<file path="src/rtl/speed_pkg.sv">
// Shared constants and types for the step-rate controller.
package speed_pkg;

    localparam int unsigned CNT_W = 32;
    localparam logic [2:0] LEVEL_MAX = 3'd4;

    typedef enum logic [0:0] {
        ST_RUN   = 1'b0,
        ST_PAUSE = 1'b1
    } state_t;

    // Step period for a level: clock frequency halved per level, never below one cycle.
    function automatic logic [CNT_W-1:0] period_of(input logic [CNT_W-1:0] freq,
                                                    input logic [2:0]       lvl);
        logic [CNT_W-1:0] p;
        p = freq >> lvl;
        if (p == {CNT_W{1'b0}}) begin
            p = {{(CNT_W-1){1'b0}}, 1'b1};
        end else begin
            p = p;
        end
        return p;
    endfunction

endpackage

</file>
<file path="src/rtl/key_press_det.sv">
// Falling-edge press detector for one debounced active-low key.
module key_press_det (
    input  logic clk,
    input  logic rst_n,
    input  logic status,
    output logic press
);

    logic prev_r;

    // Previous key level; reset to released so a key held through reset counts once.
    always_ff @(posedge clk) begin
        if (!rst_n) begin
            prev_r <= 1'b1;
        end else begin
            prev_r <= status;
        end
    end

    assign press = prev_r & ~status;

endmodule

</file>
<file path="src/rtl/speed_ctrl.sv">
// Run/pause and speed-level control producing a periodic single-cycle step pulse.
module speed_ctrl
    import speed_pkg::*;
#(
    parameter int CLK_FREQ      = 100_000_000,
    parameter int LEVEL_DEFAULT = 2
) (
    input  logic       clk,
    input  logic       rst_n,
    input  logic       pause_status,
    input  logic       spdup_status,
    input  logic       spddn_status,
    output logic       paused,
    output logic [2:0] speed_level,
    output logic       step
);

    localparam logic [CNT_W-1:0] FREQ_W     = CNT_W'(CLK_FREQ);
    localparam logic [2:0]       LEVEL_INIT = 3'(LEVEL_DEFAULT);

    state_t           state_r, state_s;
    logic [2:0]       level_r, level_s;
    logic [CNT_W-1:0] cnt_r, cnt_s;
    logic [CNT_W-1:0] period_s;
    logic             lvl_chg_s;
    logic             pause_press_s, up_press_s, dn_press_s;

    key_press_det u_pause (.clk(clk), .rst_n(rst_n), .status(pause_status), .press(pause_press_s));
    key_press_det u_spdup (.clk(clk), .rst_n(rst_n), .status(spdup_status), .press(up_press_s));
    key_press_det u_spddn (.clk(clk), .rst_n(rst_n), .status(spddn_status), .press(dn_press_s));

    assign period_s = period_of(FREQ_W, level_r);

    // Next state, level and counter; the counter only advances while RUN persists across the edge.
    always_comb begin
        state_s   = state_r;
        level_s   = level_r;
        cnt_s     = cnt_r;
        lvl_chg_s = 1'b0;

        case (state_r)
            ST_RUN: begin
                if (pause_press_s) state_s = ST_PAUSE;
                else               state_s = ST_RUN;
            end
            ST_PAUSE: begin
                if (pause_press_s) state_s = ST_RUN;
                else               state_s = ST_PAUSE;
            end
            default: state_s = ST_RUN;
        endcase

        if (up_press_s && !dn_press_s && (level_r < LEVEL_MAX)) begin
            level_s   = level_r + 3'd1;
            lvl_chg_s = 1'b1;
        end else if (dn_press_s && !up_press_s && (level_r != 3'd0)) begin
            level_s   = level_r - 3'd1;
            lvl_chg_s = 1'b1;
        end else begin
            level_s   = level_r;
        end

        if (lvl_chg_s) begin
            cnt_s = {CNT_W{1'b0}};
        end else if ((state_r == ST_RUN) && (state_s == ST_RUN)) begin
            if (cnt_r >= (period_s - 32'd1)) cnt_s = {CNT_W{1'b0}};
            else                             cnt_s = cnt_r + 32'd1;
        end else begin
            cnt_s = cnt_r;
        end
    end

    // State, level and period counter registers.
    always_ff @(posedge clk) begin
        if (!rst_n) begin
            state_r <= ST_RUN;
            level_r <= LEVEL_INIT;
            cnt_r   <= {CNT_W{1'b0}};
        end else begin
            state_r <= state_s;
            level_r <= level_s;
            cnt_r   <= cnt_s;
        end
    end

    assign paused      = (state_r == ST_PAUSE);
    assign speed_level = level_r;
    assign step        = rst_n & (state_r == ST_RUN) & (cnt_r == (period_s - 32'd1));

endmodule

</file>
<file path="config.mk">
export PLATFORM = sky130hd
export DESIGN_NAME = speed_ctrl
export DESIGN_NICKNAME = d
export VERILOG_FILES = /design/src/rtl/speed_pkg.sv /design/src/rtl/key_press_det.sv /design/src/rtl/speed_ctrl.sv
export SDC_FILE = /design/constraint.sdc
export NUM_CORES = 1
export LEC_CHECK = 0
export ABC_CLOCK_PERIOD_IN_PS = 2910
export CAP_MARGIN = 25
export CORE_MARGIN = 8
export CORE_UTILIZATION = 45
export CTS_BUF_LIST = sky130_fd_sc_hd__clkbuf_4 sky130_fd_sc_hd__clkbuf_8
export DETAILED_ROUTE_END_ITERATION = 10
export GPL_ROUTABILITY_DRIVEN = 0
export GPL_TIMING_DRIVEN = 1
export SYNTH_ARGS = -nofsm -noshare
export SYNTH_HDL_FRONTEND = slang
export SYNTH_SLANG_ARGS = --single-unit
</file>
<file path="constraint.sdc">
create_clock -name clk -period 2.91 [get_ports clk]
set_clock_uncertainty 0.1 [all_clocks]
set_input_delay 0.582 -clock clk [delete_from_list [all_inputs] [get_ports clk]]
set_output_delay 0.582 -clock clk [all_outputs]
set_load 0.03 [all_outputs]
</file>
---- Yosys cells after proc, flatten, opt, wreduce, memory -nomap -nowiden ----
Cells that the tools add are included.
operators by class
  add/sub/neg operators ................... 4
  order comparisons ....................... 2
  equality and inequality tests ........... 1
  shifts and indexed selects .............. 1
  multiplexer cells ....................... 9
  bitwise logic cells ..................... 11
  reductions and logical operators ........ 11
operator list
  operator               count
  $mux 32                2
  $add 32x1->32 const B  1
  $eq 32x32->1           1
  $ge 32x32->1           1
  $logic_not 32->1       1
  $shr 27x3->32 const A  1
  $sub 32x1->32 const B  1
  $mux 3                 2
  $not 1->1              6
  $and 1x1->1            5
  $logic_and 1x1->1      5
  $mux 1                 4
  $add 3x1->3 const B    1
  $lt 3x3->1 const B     1
  $reduce_bool 3->1      1
  $sub 3x1->3 const B    1
  $logic_not 1->1        2
  $pmux 1 s2             1
  $reduce_bool 2->1      1
  $reduce_or 2->1        1
word-level totals
  bits in registers ....................... 39
  bits of input ports ..................... 5
  output and inout bits ................... 5
  logic and storage cells ................. 45

---- Depth between registers and ports, before layout ----
  depth in word-level cells ............... 8
  mapped depth ............................ 14

---- By module ----
Synthesis repeated with hierarchy kept, for this count alone.
second synthesis, totals
  cell total of the unflattened synthesis .. 316
  area, all modules ....................... 2653.8 sq um
by module, submodules not included
  module         times used  cells each  area an instance (sq um)  sequential area each (sq um)
  speed_ctrl     1           307         2556.2                    720.7
  key_press_det  3           3           32.5                      20.0

---- Worst setup path after synthesis ----
No wires, ideal clock.
  path kind ............................... register to output
  start point ............................. reg level_r[0], in the netlist speed_level[0]
  end point ............................... out step
  arrival ................................. 2963 ps
  data required time ...................... 2228 ps
  setup slack ............................. -735 ps
  cell stages (with the launch flop) ...... 11
  path buffers ............................ 1
  cells stage by stage .................... dfxtp_1 buf_2 clkinv_1 a21oi_1 inv_1 and2_1 ha_1 nand4_1 nor4_1 nand3_1 nor3b_1
on the way
  longest elaborated chain between the ends .. 6
ends and longest elaborated chain
  element                   RTL line          source
  start: declaration        speed_ctrl.sv:22  logic [2:0] level_r, level_s;
  start signal: assignment  speed_ctrl.sv:81  level_r <= level_s;
  $shr 27x3->32 (*)         speed_pkg.sv:16   p = freq >> lvl;
  $logic_not 32->1          speed_pkg.sv:17   if (p == {CNT_W{1'b0}}) begin
  $mux 32 (*)               speed_pkg.sv:17
  $sub 32x1->32 (*)         speed_ctrl.sv:88  assign step = rst_n & (state_r == ST_RUN) & (cnt_r == (period_s - 32'd1));
  $eq 32x32->1 (*)          speed_ctrl.sv:88
  $and 1x1->1 (*)           speed_ctrl.sv:88
  end: declaration          speed_ctrl.sv:15  output logic step
Every way passes the cells marked *; elsewhere a longest branch is shown, timed or not.

---- Worst setup path in the final report ----
  start point ............................. reg level_r[2], in the netlist speed_level[2]
  end point ............................... out step
The elaborated chain is that of the path after synthesis.

==> impl_metrics.csv <==
group,metric,value,unit
outcome,status,"finished, violations left",
outcome,violations,"setup timing",
cells_and_area,area_growth,35.21,%
sta,fin_crit,3.212,ns
place,port_buffers,9,
routing,top_layer,"met4",
grt,overflow,0,
power_and_ir_drop,combPwrFrac,34.1,%
clock_tree,clock_tree.root_cell,"clkbuf_8",
routing,drt-initial-drc-count,111,
routing,totalWireLength,6.425,mm
synth,ys_warn_count,0,
floorplan,core_area,0.005540,mm²
clock_tree,numCtsBuffers,5,
sta,setup_viol,1,
power_and_ir_drop,power_switching,474.0,µW
grt,grt_max_degree,18,
routing,ant_nets,0,
critical_path,crit_type,"register to output port",
power_and_ir_drop,internal_power,1.013,mW
clock_tree,cts_tree,"done",
power_and_ir_drop,power_frac_seq,38.0,%
hold_path,hold_path_class,"register to register",
sta,final_hold_viol_count,0,
floorplan,placementRows,27,
power_and_ir_drop,power_density,426.2,mW/mm²
cells_and_area,final_nets,398,
routing,wl_met3,203,µm
sta,setup_tns,-0.3021,ns
clock_tree,insertion_delay,0.29,ns
critical_path,worst_setup_path_end_kind,"output port",
synth,syn_area,0.002580,mm²
power_and_ir_drop,finalPower,1.487,mW
grt,grt_pass1_wl,10.07,mm
critical_path,worstPathArrival,2.53,ns
routing,drc,0,
synth,avgSynthCellArea,8.243,µm²
synth,synth_edf_count,0,
floorplan,fp.dieArea,0.008413,mm²
clock_tree,clock_sinks,39,
cells_and_area,most-common-layout-cells,"36 x dfxtp_1, 30 x nor2_1, 30 x nand2_1, 30 x ha_1, 30 x buf_4",
grt,antenna_found_initial,0,
synth,synthCells,313,
floorplan,die_width,91.72,µm
synth,ys_seq_area_share,30.26,%
synth,ys_ff_latch,39,
synth,synth_cell_types,44,
clock_tree,htree_num_levels,2,
clock_tree,postCtsHoldBufs,0,
power_and_ir_drop,leakagePower,1.380,nW
power_and_ir_drop,power.share.clock,27.9,%
routing,vias,2295,
sta,fin_crit_sh,110.4,%
flow_run,cap_violations,0,
floorplan,initial_core_util,46.57,%
critical_path,rrSetupSlack,0.04,ns
sta,worst_slack,-0.3021,ns
sta,slew_viol_final,0,
critical_path,cp_max_fo,5,
cells_and_area,final_common_cell,"dfxtp_1",
critical_path,worst_ep_required_time,2.23,ns
clock_tree,max-clock-path-buffers,2,
place,dpl.hpwl,4.350,mm
clock_tree,path_clk_slew,0.07,ns
synth,ys.flop_type,"dfxtp_1",
grt,grt_util_all_layers,14.55,%
cells_and_area,diodes,0,
routing,vias_per_cell,5.300,
power_and_ir_drop,irDropWorstVdd,0.2778,mV
hold_path,min_path_cells,2,
critical_path,critPathLaunchType,"register",
cells_and_area,drive_gt1_share,26.32,%
hold_path,min_to,"cnt_r[2]",
grt,first_global_vias,2114,
synth,async_reset_ff_share,0,%
floorplan,io_pins,10,
hold_path,worstHoldStart,"cnt_r[2]",
routing,avgRoutedWirePerCell,14.84,µm
floorplan,die_y,91.72,µm
sta,rsz0062_at_grt,"true",
routing,dr.pass1.iters,4,
critical_path,rr_worst_depth,12,
power_and_ir_drop,swShare,31.88,%
critical_path,r2r_start,"speed_level[2]",
routing,wl_met1,2.951,mm
sta,fmax,311.3,MHz
critical_path,worstReg2RegEnd,"cnt_r[6]",
routing,route.met2.wl,3.079,mm
[critical path, cell delays in order, from the launching register on]
cell and delay, ns:
dfxtp_4 0.37, clkinvlp_4 0.13, buf_6 0.14, buf_6 0.12
xnor2_2 0.12, ha_1 0.30, nand4_1 0.19, nor4_4 0.36
nand3_2 0.15, nor3b_4 0.20, buf_6 0.15
[power by group through the flow]
| stage | clock [mW] | combinational [mW] | sequential [mW] |
|---|---|---|---|
| final | 0.415 | 0.507 | 0.565 |
| after global routing | 0.456 | 0.553 | 0.567 |
| after global placement | 0 | 0.349 | 0.586 |
| after CTS | 0.429 | 0.449 | 0.564 |
| after floorplan | 0 | 0.234 | 0.596 |
| after detailed placement | 0 | 0.351 | 0.586 |
[cells in the mapped netlist, types with 2 or more instances]
master	n	area, µm²
buf_2	3	15.01
and4_1	5	43.79
nor2b_1	2	12.51
o21ai_0	10	50.05
a21oi_1	16	80.08
nor4_1	3	18.77
buf_6	2	22.52
inv_1	10	37.54
nand2_1	31	116.4
clkbuf_1	3	11.26
nand3_1	9	45.04
dfxtp_1	39	780.8
nor3_1	6	30.03
and2_1	5	31.28
xor2_1	17	148.9
and3_1	4	25.02
nand4_1	12	75.07
xnor2_1	15	131.4
a21o_1	3	22.52
nor2_1	53	198.9
ha_1	32	400.4
a31oi_1	2	12.51
nand2b_1	10	62.56
[flip-flops by register name, summed over array words and instances, names as in the netlist]
signal          cells
u_pause.prev_r      1
paused              1
cnt_r              32
speed_level         3
u_spdup.prev_r      1
u_spddn.prev_r      1
[worst max path at each step]
stage | endpoint | start | slack [ns]
5_1_grt | step | speed_level[2] | -0.44
3_5_place_dp | step | speed_level[0] | -0.02
3_3_place_gp | step | speed_level[0] | -0.02
6_report | step | speed_level[2] | -0.30
2_1_floorplan | step | speed_level[2] | 0.04
4_1_cts | step | speed_level[2] | -0.31
[layout make-up]
class	instances	area, µm²
fillers	495	2052
multi-input cells	257	1998
flip-flops and latches	39	792.0
repair buffers	46	454.2
clock buffers	8	103.9
well taps	72	90.09
inverters	11	50.05
[what timing repair did]
item,CTS,global route
gates cloned,0,3
pin swaps,7,40
gates resized for setup,15,52
hold endpoints to repair,0,0
buffers inserted,14,2
setup endpoints to repair,3,33
[cells by family after synthesis]
group | synth area share [%]
AND/OR/NAND/NOR | 28.95
buffers and inverters | 3.685
adder cells (fa/ha/maj) | 16.29
flip-flops | 30.26
multiplexers | 0.3880
other | 0.1454
AO/OA/AOI/OAI | 9.409
XOR/XNOR | 10.86
[metrics by stage]
step           hold WS, ns  utilization, %  area (µm²)  std cells  worst slack, ns
2_1_floorplan       0.3908               -        2644        316          0.04289
3_3_place_gp        0.4114           53.12        2943        410         -0.02041
3_5_place_dp        0.4269           53.12        2943        410         -0.01765
4_1_cts             0.4410           58.15        3222        432          -0.3146
5_1_grt             0.4839           62.96        3488        433          -0.4365
6_report            0.4412           62.96        3488        433          -0.3021
[routing by layer]
layer  up-vias  track usage, %
met5         -               0
li1       1173               -
met4         0           6.174
met3        18           3.260
met2        33           23.11
met1      1071           18.53
Power figures use the tool's default switching activity.
